`src/rtl/stch2dec_counter_if.sv`:
```
// -----------------------------------------------------------------------------
// stch2dec_counter_if
// Bundles the stream input, sample controls and the result handshake of the
// stochastic-to-decimal counter. The producer/consumer side uses the master
// modport; the counter itself uses the slave modport.
// -----------------------------------------------------------------------------
interface stch2dec_counter_if #(
    parameter int ND = 8
);
    logic          EN;     // sample enable
    logic          CLR;    // abort the current partial window
    logic          S;      // stochastic bit stream
    logic          ACK;    // consumer accepts D
    logic [ND-1:0] D;      // decoded value
    logic          VALID;  // D holds an unconsumed result
    logic          OVR;    // sticky overwrite flag

    modport master (
        output EN,
        output CLR,
        output S,
        output ACK,
        input  D,
        input  VALID,
        input  OVR
    );

    modport slave (
        input  EN,
        input  CLR,
        input  S,
        input  ACK,
        output D,
        output VALID,
        output OVR
    );
endinterface

```
`src/rtl/stch2dec_counter.sv`:
```
// -----------------------------------------------------------------------------
// stch2dec_counter
// Counts the ones of a stochastic stream over windows of 2^NW enabled cycles
// and presents each window's result, scaled to ND bits, through a
// VALID/ACK handshake. Back-to-back windows run without a gap cycle.
//
// Build option: define STCH_BIPOLAR_EN to present D as an ND-bit
// two's-complement bipolar value (scaled - 2^(ND-1), clamped). Without it,
// D is the unipolar value min(scaled, 2^ND-1).
// -----------------------------------------------------------------------------
module stch2dec_counter #(
    parameter int ND = 8,
    parameter int NW = 8
) (
    input  logic                 CLK,
    input  logic                 INIT,   // synchronous, active-low
    stch2dec_counter_if.slave    bus
);

    // The window must hold at least as many samples as D has codes.
    if (NW < ND) begin : g_param_check
        $error("stch2dec_counter: NW must be >= ND");
    end

    localparam int            SHIFT   = NW - ND;
    localparam logic [NW-1:0] IDX_MAX = '1;
    localparam logic [ND-1:0] D_MAX   = '1;

    typedef enum logic {
        S_IDLE = 1'b0,
        S_ACC  = 1'b1
    } state_t;

    state_t             r_state;
    logic signed [NW:0] r_cnt_unused_sign_guard; // never used; see below
    logic        [NW:0] r_cnt;     // ones seen so far in this window
    logic      [NW-1:0] r_idx;     // enabled samples taken in this window
    logic      [ND-1:0] r_d;
    logic               r_valid;
    logic               r_ovr;

    logic        [NW:0] w_total;
    logic               w_win_end;
    logic      [ND-1:0] w_d_next;

    // Unipolar scaled value of a window total; all-ones saturates instead of
    // wrapping to zero.
    function automatic logic [ND-1:0] sat_unipolar(input logic [NW:0] total);
        logic [NW:0] scaled;
        scaled = total >> SHIFT;
        if (scaled > {{(NW+1-ND){1'b0}}, D_MAX}) begin
            return D_MAX;
        end
        return scaled[ND-1:0];
    endfunction

`ifdef STCH_BIPOLAR_EN
    localparam logic signed [NW+1:0] BP_HALF = (NW+2)'(2**(ND-1));
    localparam logic signed [NW+1:0] BP_MAX  = BP_HALF - (NW+2)'(1);
    localparam logic signed [NW+1:0] BP_MIN  = -BP_HALF;

    // Bipolar value: scaled total re-centred on zero and clamped to the
    // ND-bit two's-complement range.
    function automatic logic [ND-1:0] decode(input logic [NW:0] total);
        logic        [NW:0]   scaled;
        logic signed [NW+1:0] centred;
        logic signed [NW+1:0] clamped;
        scaled  = total >> SHIFT;
        centred = $signed({1'b0, scaled}) - BP_HALF;
        if (centred > BP_MAX) begin
            clamped = BP_MAX;
        end else if (centred < BP_MIN) begin
            clamped = BP_MIN;
        end else begin
            clamped = centred;
        end
        return clamped[ND-1:0];
    endfunction
`else
    // Unipolar build: D is the saturated scaled total.
    function automatic logic [ND-1:0] decode(input logic [NW:0] total);
        return sat_unipolar(total);
    endfunction
`endif

    // Window total including the bit sampled this cycle, its decoded value,
    // and the window-end strobe (CLR discards the window).
    always_comb begin
        w_total   = r_cnt + (NW+1)'(bus.S);
        w_d_next  = decode(w_total);
        w_win_end = (r_state == S_ACC) && bus.EN && !bus.CLR
                    && (r_idx == IDX_MAX);
    end

    // Unused guard register kept constant so the signed declaration above
    // does not leave a floating state element.
    always_ff @(posedge CLK) begin
        r_cnt_unused_sign_guard <= '0;
    end

    // Control FSM, window counters and registered handshake outputs.
    always_ff @(posedge CLK) begin
        if (!INIT) begin
            r_state <= S_IDLE;
            r_cnt   <= '0;
            r_idx   <= '0;
            r_d     <= '0;
            r_valid <= 1'b0;
            r_ovr   <= 1'b0;
        end else begin
            // Consumer acknowledge; a simultaneous window end re-asserts
            // VALID below because the later assignment wins.
            if (r_valid && bus.ACK) begin
                r_valid <= 1'b0;
            end

            if (bus.CLR) begin
                r_state <= S_IDLE;
                r_cnt   <= '0;
                r_idx   <= '0;
            end else if (bus.EN) begin
                case (r_state)
                    S_IDLE: begin
                        // This enabled cycle's bit is sample 0 of the window.
                        r_state <= S_ACC;
                        r_cnt   <= (NW+1)'(bus.S);
                        r_idx   <= NW'(1);
                    end
                    S_ACC: begin
                        if (w_win_end) begin
                            r_d     <= w_d_next;
                            r_valid <= 1'b1;
                            if (r_valid && !bus.ACK) begin
                                r_ovr <= 1'b1;
                            end
                            r_cnt   <= '0;
                            r_idx   <= '0;
                        end else begin
                            r_cnt   <= w_total;
                            r_idx   <= r_idx + NW'(1);
                        end
                    end
                    default: begin
                        r_state <= S_IDLE;
                        r_cnt   <= '0;
                        r_idx   <= '0;
                    end
                endcase
            end
        end
    end

    assign bus.D     = r_d;
    assign bus.VALID = r_valid;
    assign bus.OVR   = r_ovr;

endmodule

```
`src/flat_wrapper.sv`:
```
// flat-port wrapper written by rule: the top's interface ports become plain ports
module stch2dec_counter_flat 
#(
    parameter int ND = 8,
    parameter int NW = 8
)
  (CLK, INIT, bus_EN, bus_CLR, bus_S, bus_ACK, bus_D, bus_VALID, bus_OVR);
  stch2dec_counter_if #(.ND(ND)) bus_i ();
  input  logic CLK;
  input  logic INIT;
  input wire logic [$bits(bus_i.EN)-1:0] bus_EN;
  input wire logic [$bits(bus_i.CLR)-1:0] bus_CLR;
  input wire logic [$bits(bus_i.S)-1:0] bus_S;
  input wire logic [$bits(bus_i.ACK)-1:0] bus_ACK;
  output wire logic [$bits(bus_i.D)-1:0] bus_D;
  output wire logic [$bits(bus_i.VALID)-1:0] bus_VALID;
  output wire logic [$bits(bus_i.OVR)-1:0] bus_OVR;
  assign bus_i.EN = bus_EN;
  assign bus_i.CLR = bus_CLR;
  assign bus_i.S = bus_S;
  assign bus_i.ACK = bus_ACK;
  assign bus_D = bus_i.D;
  assign bus_VALID = bus_i.VALID;
  assign bus_OVR = bus_i.OVR;
  stch2dec_counter #(.ND(ND), .NW(NW)) u_core (.CLK(CLK), .INIT(INIT), .bus(bus_i));
endmodule
```
`config.mk`:
```
export PLATFORM = sky130hd
export DESIGN_NAME = stch2dec_counter_flat
export DESIGN_NICKNAME = d
export VERILOG_FILES = /design/src/rtl/stch2dec_counter_if.sv /design/src/rtl/stch2dec_counter.sv /design/src/flat_wrapper.sv
export SDC_FILE = /design/constraint.sdc
export NUM_CORES = 1
export LEC_CHECK = 0
export CORE_MARGIN = 2
export CORE_UTILIZATION = 40
export CTS_CLUSTER_SIZE = 25
export DETAILED_ROUTE_END_ITERATION = 12
export PLACE_DENSITY_LB_ADDON = 0.2
export RECOVER_POWER = 50
export SLEW_MARGIN = 20
export SYNTH_ARGS = -nofsm -noshare
export SYNTH_HDL_FRONTEND = slang
export SYNTH_SLANG_ARGS = --single-unit
export TNS_END_PERCENT = 10
```
`constraint.sdc`:
```
create_clock -name CLK -period 3.8 [get_ports CLK]
set_clock_uncertainty 0.15 [all_clocks]
set_input_delay 1.14 -clock CLK [delete_from_list [all_inputs] [get_ports CLK]]
set_output_delay 1.14 -clock CLK [all_outputs]
set_load 0.03 [all_outputs]
```
==> run_results.csv, run 1 <==
group,metric,value,unit
clocking,cts.repair.resized,0,
clocking,cts_root_buffer,"clkbuf_4",
clocking,numCtsBuffers,3,
floorplan,die_h,61.2,um
synthesis,synthSimpleGateAreaFrac,0.212,
floorplan,die_width,61.2,um
synthesis,synthCells,135,
routing,route.detailed.drc,0,
floorplan,core,3080,um^2
synthesis,yosysWarnings,0,
timing,max_slew_margin,0.628,
synthesis,syn_nets,145,
synthesis,synth.avg_cell_area,9.69,um^2
power_and_ir_drop,vdd_drop_max,0.000159,V
finish,layout.nets,163,
job,drv_cap,0,
routing,antenna_violating_nets_post_route,0,
clocking,cts_setup_buffers,0,
synthesis,synth_compound_area_frac,0.235,
critical_path,crit_buf_inv,3,
timing,setup_viol,0,
critical_path,critPathMaxFanout,12,
floorplan,rows,20,
clocking,cts_tree,"built",
timing,finalCritPeriodShare,0.828,
finish,nFillCells,281,
power_and_ir_drop,pwr-share-comb,0.041,
floorplan,start_util,0.425,
routing,wl_per_cell,12.3,um
critical_path,crit_path_end_kind,"flip-flop",
timing,fmax,0.318,GHz
clocking,h-tree-depth,1,
synthesis,synth_area,1310,um^2
timing,slew_viol_final,0,
power_and_ir_drop,p_leak,0.593,nW
clocking,clockBufferDepth,2,
timing,hold_viol_final,0,
timing,final.setup.worst_slack,655,ps
place,port_buffers,15,
clocking,ctsHoldBuffers,0,
floorplan,fp.dieArea,3740,um^2
power_and_ir_drop,p_int,0.000411,W
critical_path,slowest_stage,"dlygate4sd3_1",
clocking,clk_pin_slew_worst_paths,160,ps
place,place_hpwl,1840,um
grt,antenna_found_initial,0,
grt,grt_max_degree,17,
grt,grt_pass1_vias,872,
power_and_ir_drop,power_per_cell_area,333,nW/um^2
finish,antenna_cells,0,
critical_path,start_kind,"input pin",
critical_path,crit_family,"buffers and inverters",
synthesis,synth_cell_types,37,
run_status,status,"finished clean",
synthesis,synth_top_family_by_area,"compound AO/OA/AOI/OAI gates",
timing,period_needed,3150,ps
synthesis,synth_seq_cells,28,
grt,grt_remaining_overflow,0,
synthesis,synth-adder-area-share,0.0383,
finish,layout_common_cells,"28 x dfxtp_1, 13 x nor2_1, 9 x dlygate4sd3_1",
synthesis,async_reset_ff_frac,0,
finish,syn_to_final_growth,18.2,%
synthesis,synth_edf_count,0,
routing,vias,1043,
routing,vias_per_cell,5.32,
clocking,clock-sinks,28,
power_and_ir_drop,pwr-share-seq,0.578,
place,place_inst,192,
grt,grt_pass1_wl,3850,um
timing,tns,0,ps
synthesis,synthMuxAreaShare,0,
finish,fin_cells,196,
critical_path,path_cells,"dlygate4sd3_1 > clkbuf_1 > nand2b_1 > a211oi_1 > clkbuf_1 > a31oi_1 > a31oi_1",
grt,track_usage,0.140,
critical_path,crit_type,"input pin to flip-flop",
place,place.gp.congestion,0.821,
critical_path,crit_required,3920,ps
routing,drt_iter0_markers,25,
timing,worst_pin_slew,555,ps
power_and_ir_drop,switchingPower,0.000104,W
hold_path,hp-class,"flip-flop to flip-flop",
power_and_ir_drop,swShare,0.201,
floorplan,ios,16,
timing,rsz0062_at_grt,"no",
clocking,insertion_delay,330,ps
finish,layout-drive-gt1-share,0.0724,
synthesis,synthFlopType,"dfxtp_1",
routing,drtPass1Iterations,4,
routing,wl,2410,um
finish,layout_commonest_cell,"dfxtp_1",
synthesis,synth_xor_area_frac,0.0536,
synthesis,ys_seq_area_frac,0.429,
power_and_ir_drop,p_total,0.000515,W
critical_path,cp_slowest_stage_delay,520,ps
place,dp_slack,550,ps
power_and_ir_drop,clkPwrFrac,0.381,
critical_path,crit_arrival,3260,ps
==> per-stage QoR <==
step	hold WS [ps]	area [um^2]	utilization
2_1_floorplan	301	1310	-
3_3_place_gp	299	1510	0.490
3_5_place_dp	309	1510	0.490
4_1_cts	340	1560	0.507
5_1_grt	351	1550	0.502
6_report	328	1550	0.502
==> power groups by stage <==
| stage | sequential [W] | combinational, W | clock, W |
|---|---|---|---|
| 6_report | 0.000297 | 0.0000212 | 0.000196 |
| 5_1_grt | 0.000298 | 0.0000238 | 0.000215 |
| 4_1_cts | 0.000297 | 0.0000224 | 0.000199 |
| 3_5_place_dp | 0.000304 | 0.0000223 | 0 |
| 3_3_place_gp | 0.000303 | 0.0000222 | 0 |
| 2_1_floorplan | 0.000303 | 0.0000128 | 0 |
==> logic make-up (layout without fill, tap and decap cells) <==
group,after synthesis,after routing
XOR/XNOR,8,8
AO/OA/AOI/OAI,40,40
buffers and inverters,9,26
adder cells (fa/ha/maj),4,4
flip-flops,28,28
AND/OR/NAND/NOR,46,46
==> synth_stat cells, drive strengths merged (3+ instances only) <==
cell type	instances	area share
a21oi	8	0.031
a22o	6	0.040
a31oi	3	0.014
clkbuf	3	0.0086
dfxtp	28	0.43
ha	4	0.038
inv	4	0.011
nand2	6	0.017
nand2b	3	0.014
nand3	7	0.046
nand4	3	0.014
nor2	13	0.037
nor2b	3	0.014
o21a	3	0.017
o21ai	6	0.026
o221a	7	0.060
xnor2	4	0.027
xor2	4	0.027
==> layer usage <==
layer	global-route usage	vias up	routed length [um]
met2	0.216	12	1110
met3	0.0336	6	67
met4	0.0621	0	38
met5	0	-	0
met1	0.186	492	1190
li1	-	533	-
==> worst register-to-register path, stage by stage, from the launching register on <==
cell	delay (ps)
dfxtp_1	480
ha_1	250
and4b_1	270
and3b_1	490
nand3_4	200
o31a_1	340
==> sequential cells by signal, indices dropped and copies added, names as in the netlist <==
| name | cells |
|---|---|
| u_core.bus.D | 8 |
| u_core.bus.OVR | 1 |
| u_core.bus.VALID | 1 |
| u_core.r_cnt | 9 |
| u_core.r_idx | 8 |
| u_core.r_state | 1 |
==> cell type report <==
| cell class | count | area, um^2 | area share |
|---|---|---|---|
| tap | 44 | 55.1 | 0.0356 |
| clock buffer | 3 | 22.5 | 0.0146 |
| inverter | 4 | 15.0 | 0.00972 |
| clock inverter | 1 | 30.0 | 0.0194 |
| sequential | 28 | 561 | 0.363 |
| timing repair buffer | 18 | 165 | 0.107 |
| multi-input combinational | 98 | 697 | 0.451 |
==> final timing paths <==
| path | startpoint | to | slack, ps | cells past startpoint |
|---|---|---|---|---|
| min | u_core.bus.OVR | u_core.bus.OVR | 330 | 1 |
| max reg2reg | u_core.r_idx[0] | u_core.bus.D[3] | 1550 | 5 |
| max | INIT | u_core.r_idx[5] | 650 | 7 |
| min reg2reg | u_core.bus.OVR | u_core.bus.OVR | 330 | 1 |
Note: power is estimated with default switching activity, not from simulation.
==> run 2, diff against run 1 <==
==> constraint.sdc (replaced) <==
create_clock -name CLK -period 2.9 [get_ports CLK]
set_clock_uncertainty 0.15 [all_clocks]
set_input_delay 0.87 -clock CLK [delete_from_list [all_inputs] [get_ports CLK]]
set_output_delay 0.87 -clock CLK [all_outputs]
set_load 0.03 [all_outputs]
==> run_results.csv, run 2 (synthesis results as in run 1) <==
group,metric,value,unit
timing,max_slew_margin,0.612,
finish,layout_common_cells,"28 x dfxtp_1, 14 x clkdlybuf4s50_1, 13 x nor2_1",
timing,finalCritPeriodShare,0.865,
finish,largest_reg_flops,9,
grt,grt_pass1_vias,951,
finish,layout_commonest_cell,"dfxtp_1",
critical_path,crit_arrival,2610,ps
finish,syn_to_final_growth,19.6,%
clocking,clock-sinks,28,
floorplan,rows,20,
clocking,cts_tree,"built",
clocking,insertion_delay,330,ps
hold_path,hp-class,"flip-flop to flip-flop",
clocking,cts_root_buffer,"clkbuf_4",
grt,track_usage,0.150,
finish,top_register,"u_core.r_cnt",
timing,hold_slack,335,ps
run_status,status,"finished clean",
floorplan,die_width,61.2,um
routing,drtPass1Iterations,4,
floorplan,ios,16,
grt,grt_pass1_wl,4260,um
timing,setup_viol,0,
routing,vias,1022,
place,place_hpwl,1840,um
grt,grt_remaining_overflow,0,
timing,fmax,0.399,GHz
clocking,numCtsBuffers,3,
place,place.gp.congestion,0.773,
power_and_ir_drop,p_leak,0.571,nW
finish,layout-drive-gt1-share,0.0909,
power_and_ir_drop,power_per_cell_area,430,nW/um^2
clocking,h-tree-depth,1,
grt,grt_max_degree,17,
floorplan,core,3080,um^2
routing,vias_per_cell,5.16,
finish,antenna_cells,0,
job,drv_cap,0,
critical_path,crit_path_end_kind,"flip-flop",
grt,antenna_found_initial,0,
timing,rsz0062_at_grt,"no",
routing,wl_per_cell,12.0,um
floorplan,fp.dieArea,3740,um^2
clocking,cts_setup_buffers,0,
clocking,clockBufferDepth,2,
routing,wl,2380,um
timing,period_needed,2510,ps
routing,drt_iter0_markers,33,
timing,tns,0,ps
critical_path,crit_required,3010,ps
clocking,clk_pin_slew_worst_paths,160,ps
critical_path,start_kind,"input pin",
critical_path,crit_type,"input pin to flip-flop",
floorplan,start_util,0.425,
clocking,ctsHoldBuffers,0,
critical_path,critPathMaxFanout,13,
power_and_ir_drop,vdd_drop_max,0.000208,V
finish,nFillCells,286,
place,port_buffers,15,
floorplan,die_h,61.2,um
routing,antenna_violating_nets_post_route,0,
timing,slew_viol_final,0,
timing,hold_viol_final,0,
routing,route.detailed.drc,0,
timing,worst_pin_slew,580,ps
clocking,cts.repair.resized,0,
finish,layout.nets,165,
==> run 2: metal layers <==
metal / wire, um / GRT usage / vias to the layer above / part of all wire
li1: - / - / 537 / -
met1: 1190 / 0.204 / 471 / 0.50
met2: 1080 / 0.237 / 10 / 0.45
met5: 0 / 0 / - / 0
met4: 42 / 0.0683 / 0 / 0.018
met3: 63 / 0.0189 / 4 / 0.026
==> run 2: final timing paths <==
check | cells after the start | end | start | slack [ps]
max | 6 | u_core.r_idx[5] | bus_CLR | 390
min | 1 | u_core.bus.OVR | u_core.bus.OVR | 340
max reg2reg | 6 | u_core.r_idx[5] | u_core.r_idx[0] | 840
min reg2reg | 1 | u_core.bus.OVR | u_core.bus.OVR | 340
==> run 2: report_power, final <==
part           internal (W)  leakage, nW  switching, W  total [W]
combinational     0.0000139        0.317     0.0000160  0.0000299
sequential         0.000387        0.226    0.00000248   0.000389
clock              0.000140       0.0279      0.000113   0.000253
==> run 2: final cells by class <==
class / count / area (um^2) / share of cell area
Inverter: 4 / 15.0 / 0.00960
Sequential cell: 28 / 561 / 0.358
Tap cell: 44 / 55.1 / 0.0352
Clock buffer: 3 / 22.5 / 0.0144
Timing Repair Buffer: 20 / 180 / 0.115
Multi-Input combinational cell: 98 / 701 / 0.448
Clock inverter: 1 / 30.0 / 0.0192
==> run 2: critical path: stages <==
cell	delay, ps
dlygate4sd3_1	540
and4b_1	230
a211oi_1	230
clkbuf_1	450
a31oi_1	160
a31oi_1	150
==> run 2: through the flow <==
step	setup slack [ps]	area, um^2	total power, W	instances	util
2_1_floorplan	654	1310	0.000414	135	-
3_3_place_gp	105	1520	0.000429	194	0.495
3_5_place_dp	60.1	1520	0.000429	194	0.495
4_1_cts	436	1580	0.000683	198	0.512
5_1_grt	269	1560	0.000698	198	0.508
6_report	391	1560	0.000672	198	0.508
==> patch (config.mk and constraints of run 2) <==
Add a define of `STCH_BIPOLAR_EN`.
--- a/src/rtl/stch2dec_counter.sv
+++ b/src/rtl/stch2dec_counter.sv
@@ -9,4 +9,6 @@
 // D is the unipolar value min(scaled, 2^ND-1).
 // -----------------------------------------------------------------------------
+`define STCH_BIPOLAR_EN
+
 module stch2dec_counter #(
     parameter int ND = 8,
Function: same outputs for any inputs over 10 cycles, from zero or initial values; that may be too few to reach the edited logic, so the function may still have changed.
==> patch against run 2 <==
- largest cell class unchanged
- routed wire length grew 21%
- first-iteration DRC count is 48% higher
- fmax decreased by 10%
- sequential cell count unchanged
- critical path type unchanged
- via count up 8.9%
- global-route usage is 1.4 points higher
- worst setup slack got worse by 0.29 ns
- cell count rose by 8.6%
- utilization down 0.11 points
- final area is 6.5% higher
- total power shrank 14%
- clock power shrank 38%
- synthesized area is 3.1% higher
==> patch: results (changes against run 2) <==
| Metric | Value |
|---|---|
| Post-synth top cells | `28 x dfxtp_1, 15 x nor2_1, 10 x nand2_1, 8 x nor3_1 (was 28 x dfxtp_1, 13 x nor2_1, 8 x a21oi_1, 7 x o221a_1)` |
| Share of post-route cells with drive strength above 1 | `18.3% (was 9.09%)` |
| Placed Area | `0.00160 mm² (was 0.00152 mm²)` |
| Crit path max-delay family | `simple AND/OR/NAND/NOR gates (was buffers and inverters)` |
| Tightest Hold Check Type | `reg -> reg (unchanged)` |
| DRT Pass-1 Iters | `4 (unchanged)` |
| Final net count | `183 (was 165)` |
| GPL Wtd Cong | `0.832 (was 0.773)` |
| Largest stage delay, worst path | `0.25 ns (was 0.54 ns)` |
| Number of library cell types mapped by synthesis | `36 (was 37)` |
| Share of the yosys chip area belonging to registers | `41.6% (was 42.9%)` |
| Placed insts | `211 (was 194)` |
| Critical-path maximum fanout | `8 (was 13)` |
| Syn_nets | `159 (was 145)` |
| Critical path arrival | `2.87 ns (was 2.61 ns)` |
| Mapped Cells | `147 (was 135)` |
| Leading post-synthesis cells by cell area | `dfxtp_1 42%, ha_1 5.6%, xor2_1 4.5%, nor2_1 4.2%, o221a_2 4.2% (was dfxtp_1 43%, o221a_1 6.0%, a22o_1 4.0%, ha_1 3.8%, nor2_1 3.7%)` |
| Leakage | `0.569 nW (was 0.571 nW)` |
| Global-route usage over all layers | `16.4% (was 15.0%)` |
| Vias/cell | `5.18 (was 5.16)` |
| DP Wirelength | `2.04 mm (was 1.84 mm)` |
| CTS HTree Levels | `1 (unchanged)` |
| Peak VDD IR | `0.165 mV (was 0.208 mV)` |
| Post-synth top area share | `41.6% (was 42.9%)` |
| Final Instance Count excl. Fillers | `215 (was 198)` |
| Antenna violations before repair | `0 (unchanged)` |
| Relative slew margins | `48.7% (was 61.2%)` |
| Pint | `0.448 mW (was 0.541 mW)` |
| DRT iter0 DRCs | `49 (was 33)` |
| Average wire per standard cell | `13.4 µm (was 12.0 µm)` |
| Status | `finished clean (unchanged)` |
| Fillcell total | `322 (was 286)` |
| Crit path max-delay cell type | `dlygate4sd2_1 (was dlygate4sd3_1)` |
| Largest net degree at the start of global routing | `16 (was 17)` |
| Max_cap viols | `0 (unchanged)` |
| First-pass GRT wire length | `4.66 mm (was 4.26 mm)` |
| Vias in the first global route | `1,027 (was 951)` |
==> patch: worst reg2reg max path: cells and delay by family, from the launching register on <==
family	cells	cell delay [ns]
AO/OA/AOI/OAI	1	0.25
XOR/XNOR	1	0.18
adder cells (fa/ha/maj)	1	0.18
buffers and inverters	1	0.07
flip-flops	1	0.48
AND/OR/NAND/NOR	5	1.04
==> patch: final cells by class <==
class                   count  share of cell area (%)
multi-input cells         108                    47.4
flip-flops and latches     28                    33.7
repair buffers             25                    13.0
well taps                  46                    3.46
clock buffers               3                    1.35
inverters                   5                    1.13
==> patch: timing repair <==
action	in CTS	in global routing
endpoints found under the setup margin	8	8
gates resized for setup	10	3
pin swaps	12	5
buffers inserted	0	1
==> patch: cells by family after synthesis <==
logic type	synth area share [%]
buffers and inverters	3.81
and+or+nand+nor	22.1
AOI/OAI and AO/OA	20.4
DFF	41.6
xor gates and xnor gates	6.50
adders and majority gates	5.57
==> patch: stage by stage <==
stage | setup TNS, ns | hold slack, ns | worst slack, ns | util [%] | total power, mW
final | 0 | 0.352 | 0.105 | 50.7 | 0.577
after detailed placement | -4.90 | 0.330 | -0.645 | 48.6 | 0.431
after global placement | -4.41 | 0.324 | -0.578 | 48.6 | 0.430
after CTS | 0 | 0.348 | 0.0843 | 50.7 | 0.587
after floorplan | 0 | 0.303 | 0.0101 | - | 0.415
after global routing | -0.0000475 | 0.382 | -0.0000475 | 50.7 | 0.606
==> patch: path summary, 6_finish.rpt <==
check,from,end,slack [ns],depth (start not counted)
setup reg to reg,u_core.r_cnt[4]$_SDFFE_PP0P_,u_core.bus.D[6]$_SDFFE_PN0P_,0.48,9
hold / removal,u_core.r_idx[1]$_SDFFE_PP0P_,u_core.r_idx[1]$_SDFFE_PP0P_,0.35,2
hold reg to reg,u_core.r_idx[1]$_SDFFE_PP0P_,u_core.r_idx[1]$_SDFFE_PP0P_,0.35,2
setup / recovery,bus_S,u_core.bus.D[6]$_SDFFE_PN0P_,0.10,11
==> patch: power by group through the flow <==
stage	registers (mW)	logic [mW]	clock network, mW
2_1_floorplan	0.397	0.0187	0
3_3_place_gp	0.397	0.0329	0
3_5_place_dp	0.398	0.0339	0
4_1_cts	0.389	0.0336	0.165
5_1_grt	0.390	0.0352	0.181
6_report	0.389	0.0317	0.157
==> patch: metal layers <==
metal  track usage, %  share of wire [%]
met1             21.3                 50
met3             3.11                2.3
met4             5.47               0.80
met5                0                  0
met2             27.2                 47
